==> src/rtl/regfile_dump.sv <==
// regfile_dump: walks every register through a read port and streams it out.
// Ports: i_clk, i_reset (async, active-low), i_start, i_abort,
//   o_rd_reg/i_rd_data (register file read port),
//   o_out_data/o_out_idx/o_out_valid/i_out_ready/o_out_last (stream),
//   o_busy, o_done.
// Optional: define REGDUMP_CHECKSUM_EN to append an XOR checksum word.
module regfile_dump #(
  parameter int NUM_REGS = 32,
  parameter int ADDR_W   = 5,
  parameter int DATA_W   = 32
) (
  input  logic              i_clk,
  input  logic              i_reset,
  input  logic              i_start,
  input  logic              i_abort,
  output logic [ADDR_W-1:0] o_rd_reg,
  input  logic [DATA_W-1:0] i_rd_data,
  output logic [DATA_W-1:0] o_out_data,
  output logic [ADDR_W-1:0] o_out_idx,
  output logic              o_out_valid,
  input  logic              i_out_ready,
  output logic              o_out_last,
  output logic              o_busy,
  output logic              o_done
);

  typedef enum logic [2:0] {
    S_IDLE,
    S_READ,
    S_HOLD,
`ifdef REGDUMP_CHECKSUM_EN
    S_CKSUM,
`endif
    S_DONE
  } state_t;

  localparam logic [ADDR_W-1:0] LAST = ADDR_W'(NUM_REGS - 1);
  localparam logic [ADDR_W-1:0] ONE  = ADDR_W'(1);

`ifdef REGDUMP_CHECKSUM_EN
  localparam logic CK = 1'b1;
`else
  localparam logic CK = 1'b0;
`endif

  state_t            r_state;
  logic [ADDR_W-1:0] r_idx;
  logic [DATA_W-1:0] r_out_data;
  logic [ADDR_W-1:0] r_out_idx;
  logic              r_out_valid;
  logic              r_out_last;
  logic              r_busy;
  logic              r_done;
`ifdef REGDUMP_CHECKSUM_EN
  logic [DATA_W-1:0] r_acc;
`endif

  logic w_hs;
  logic w_at_last;

  assign w_hs      = r_out_valid & i_out_ready;
  assign w_at_last = (r_idx == LAST);

  // Read address is the walk index; it is parked at 0 whenever idle.
  assign o_rd_reg    = r_idx;
  assign o_out_data  = r_out_data;
  assign o_out_idx   = r_out_idx;
  assign o_out_valid = r_out_valid;
  assign o_out_last  = r_out_last;
  assign o_busy      = r_busy;
  assign o_done      = r_done;

  always_ff @(posedge i_clk or negedge i_reset) begin
    if (!i_reset) begin
      r_state     <= S_IDLE;
      r_idx       <= '0;
      r_out_data  <= '0;
      r_out_idx   <= '0;
      r_out_valid <= 1'b0;
      r_out_last  <= 1'b0;
      r_busy      <= 1'b0;
      r_done      <= 1'b0;
`ifdef REGDUMP_CHECKSUM_EN
      r_acc       <= '0;
`endif
    end else begin
      r_done <= 1'b0;
      // Abort wins over any handshake; it never produces done.
      if (i_abort && r_state != S_IDLE) begin
        r_state     <= S_IDLE;
        r_idx       <= '0;
        r_out_valid <= 1'b0;
        r_out_last  <= 1'b0;
        r_busy      <= 1'b0;
      end else begin
        unique case (r_state)
          S_IDLE: begin
            if (i_start) begin
              r_state <= S_READ;
              r_idx   <= '0;
              r_busy  <= 1'b1;
`ifdef REGDUMP_CHECKSUM_EN
              r_acc   <= '0;
`endif
            end
          end
          S_READ: begin
            r_out_data  <= i_rd_data;
            r_out_idx   <= r_idx;
            r_out_valid <= 1'b1;
            r_out_last  <= w_at_last & ~CK;
`ifdef REGDUMP_CHECKSUM_EN
            r_acc       <= r_acc ^ i_rd_data;
`endif
            r_state     <= S_HOLD;
          end
          S_HOLD: begin
            if (w_hs) begin
              if (!w_at_last) begin
                r_idx       <= r_idx + ONE;
                r_out_valid <= 1'b0;
                r_state     <= S_READ;
              end else begin
`ifdef REGDUMP_CHECKSUM_EN
                // acc already folded in the last register at READ.
                r_out_data <= r_acc;
                r_out_idx  <= '0;
                r_out_last <= 1'b1;
                r_state    <= S_CKSUM;
`else
                r_out_valid <= 1'b0;
                r_out_last  <= 1'b0;
                r_done      <= 1'b1;
                r_state     <= S_DONE;
`endif
              end
            end
          end
`ifdef REGDUMP_CHECKSUM_EN
          S_CKSUM: begin
            if (w_hs) begin
              r_out_valid <= 1'b0;
              r_out_last  <= 1'b0;
              r_done      <= 1'b1;
              r_state     <= S_DONE;
            end
          end
`endif
          S_DONE: begin
            r_state <= S_IDLE;
            r_idx   <= '0;
            r_busy  <= 1'b0;
          end
          default: begin
            r_state <= S_IDLE;
            r_busy  <= 1'b0;
          end
        endcase
      end
    end
  end

endmodule

==> config.mk <==
export PLATFORM = sky130hd
export DESIGN_NAME = regfile_dump
export DESIGN_NICKNAME = d
export VERILOG_FILES = /design/src/rtl/regfile_dump.sv
export SDC_FILE = /design/constraint.sdc
export NUM_CORES = 1
export LEC_CHECK = 0
export CAP_MARGIN = 10
export CORE_AREA = 2 2 81 83
export CTS_BUF_LIST = sky130_fd_sc_hd__clkbuf_4
export DETAILED_ROUTE_END_ITERATION = 6
export DIE_AREA = 0 0 83 85
export PLACE_DENSITY_LB_ADDON = 0.05
export SLEW_MARGIN = 20
export SYNTH_ARGS = -nofsm -noshare
export SYNTH_HDL_FRONTEND = slang
export SYNTH_SLANG_ARGS = --single-unit
==> constraint.sdc <==
create_clock -name i_clk -period 2.2 [get_ports i_clk]
set_input_delay 0.44 -clock i_clk [delete_from_list [all_inputs] [get_ports i_clk]]
set_output_delay 0.44 -clock i_clk [all_outputs]
set_load 0.005 [all_outputs]
==> impl_metrics.yaml <==
clocking:
  cts_made_buffers: 5
  clk_pin_slew_worst_paths_ns: 0.14
  clock_tree.buffer_depth: 2
  cts-resized-gates: 0
  cts_max_level: 2
  clockRootBuffer: "clkbuf_4"
  ctsHoldBuffers: 0
  post_cts_buffers: 0
  clock-sinks: 48
  clk_latency_ns: 0.35
  cts_tree: "yes"
synth:
  synthTopCellsByArea: "dfrtp_1, mux2_4, mux2_2"
  yosysTopAreaCell: "dfrtp_1"
  synth_cell_types: 34
  ys_warn_count: 0
  synth_seq_cells: 48
  synthArstFlopShare_pct: 100
  synthTopCellsByCount: "dfrtp_1, mux2_2, mux2_4"
  synth_nets: 192
  synth_area_sq_um: 2140
  yosysMostFrequentCell: "dfrtp_1"
  synth_edf_count: 0
  syn_inst: 149
  yosysTopAreaCellShare_pct: 56.2
  ys_dominant_reg_cell: "dfrtp_1"
  syn_area_per_cell_sq_um: 14.4
  ys_seq_area_share_pct: 56.2
global_routing:
  grt_start_max_net_pins: 49
  grt_antenna_before_repair: 0
  grt_pass1_vias: 1589
  track_usage_pct: 13.7
  overflow: 0
  grt_pass1_wl_mm: 7.82
worst_setup_path:
  cp-start-kind: "flip-flop"
  cp_data_arrival_time_ns: 2.26
  worst_ep_required_time_ns: 2.45
  endpoint_kind: "flip-flop"
  crit_type: "reg -> reg"
  rr_worst_depth: 6
  r2r_start: "r_state[0]"
  startpoint: "r_state[0]"
  cp_max_fo: 38
timing:
  finalSetupViolCount: 0
  post-route-period-util_pct: 91.2
  fin_ws_ns: 0.193
  slew_violations: 0
  period_minus_slack_ns: 2.01
  worst_pin_slew_ns: 0.609
  fin_skew_ns: 0.0109
  slew_headroom_pct: 59.4
  rsz0062_at_grt: "false"
  hold_viol_final: 0
  setup_tns_ns: 0
  fmax_ghz: 0.498
drt:
  drtAntennaViolNets: 0
  wl_per_cell_microns: 15.0
  drt-pass1-iter-count: 4
  via_count: 1483
  drc: 0
  drt_iter0_drc: 41
  vias_per_cell: 4.74
  wirelength_mm: 4.69
cells_and_area:
  syn_to_final_growth_pct: 44.2
  antenna_cells: 0
  largest_reg_flops: 32
  final_core_util_pct: 49.7
  nets: 278
  register_area_sq_um: 1200
  drive_gt1_share_pct: 22.5
  fin_cells: 313
  stdcell_area_sq_um: 3080
  multiInputGateArea_sq_um: 860
  fillers: 560
die:
  start_util_pct: 34.5
  die_x_microns: 83
  die_area_sq_um: 7060
  core_sq_um: 6200
  num_io_pins: 83
  dieHeight_microns: 85
  row_count: 29
worst_hold_path:
  hold_class: "in -> async"
outcome:
  status: "complete, no violations"
placement:
  port_buffers: 82
  gp_congestion: 0.781
  hpwlAfterDp_mm: 3.35
  post-place-ws_ns: 0.102
  placed_cells: 305
  placed_area_sq_um: 3030
power_and_ir_drop:
  total_leakage_power_nw: 1.38
  vdd_drop_max_v: 0.000515
  power_density_nw_per_um2: 1240
run:
  cap_violations: 0
## power by group
| group | internal [mW] | switching, mW |
|---|---|---|
| Clock | 0.124 | 0.281 |
| Combinational | 1.29 | 0.670 |
| Sequential | 1.24 | 0.203 |
## area by class of cell
cell class | count | area share, %
Clock buffer | 5 | 1.22
Tap cell | 77 | 3.12
Inverter | 3 | 0.365
Multi-Input combinational cell | 91 | 27.9
Timing Repair Buffer | 86 | 27.8
Sequential cell | 48 | 39.0
Clock inverter | 3 | 0.609
## worst max-delay path, cell delays in order (launching register included)
cell and delay (ns):
dfrtp_1 0.45, inv_1 0.11, ha_1 0.28, nand2b_1 0.29, nand2_2 0.15, buf_12 0.25, mux2_2 0.37
## cell families (layout without fill, tap and decap cells)
group           count (synthesis)  count (layout)  share of synthesized area [%]
flops                          48              48                           56.2
mux                            37              37                           22.6
simple gates                   26              26                           6.44
compound gates                 22              22                           7.61
buf+inv                        10              97                           3.63
fa+ha+maj                       6               6                           3.51
## layout by cell type (no fill, tap or decap), drive strengths merged, types with 3 or more instances in the layout
cell type and n:
nor2 3, dfrtp 48, nand2 7, ha 6, clkdlybuf4s50 81, mux2 37, clkbuf 5, nor2b 4
buf 5, o21ai 6, nand3 4, clkinv 3, a21oi 3, inv 3
## routing by layer
metal	up-vias	GRT usage [%]	wire [microns]
met3	5	3.99	221
met4	0	4.02	48
li1	706	-	-
met5	-	0	0
met1	729	17.3	2160
met2	43	23.0	2260
## final timing paths
| kind | to | slack [ns] |
|---|---|---|
| worst min-delay path | o_out_data[16] | 0.16 |
| worst max register to register | o_out_data[21] | 0.19 |
| min in group i_clk | o_out_idx[3] | 0.50 |
| worst max-delay path | o_out_data[21] | 0.19 |
| max in group asynchronous | r_state[0] | 1.62 |
| worst min register to register | o_out_idx[3] | 0.50 |
## through the flow
stage	hold WS (ns)	total power, mW
after floorplan	0.144	2.54
after global placement	0.464	3.41
after detailed placement	0.479	3.45
after CTS	0.168	3.88
after global routing	0.188	4.09
final	0.159	3.81
(Power assumes the default switching activity.)
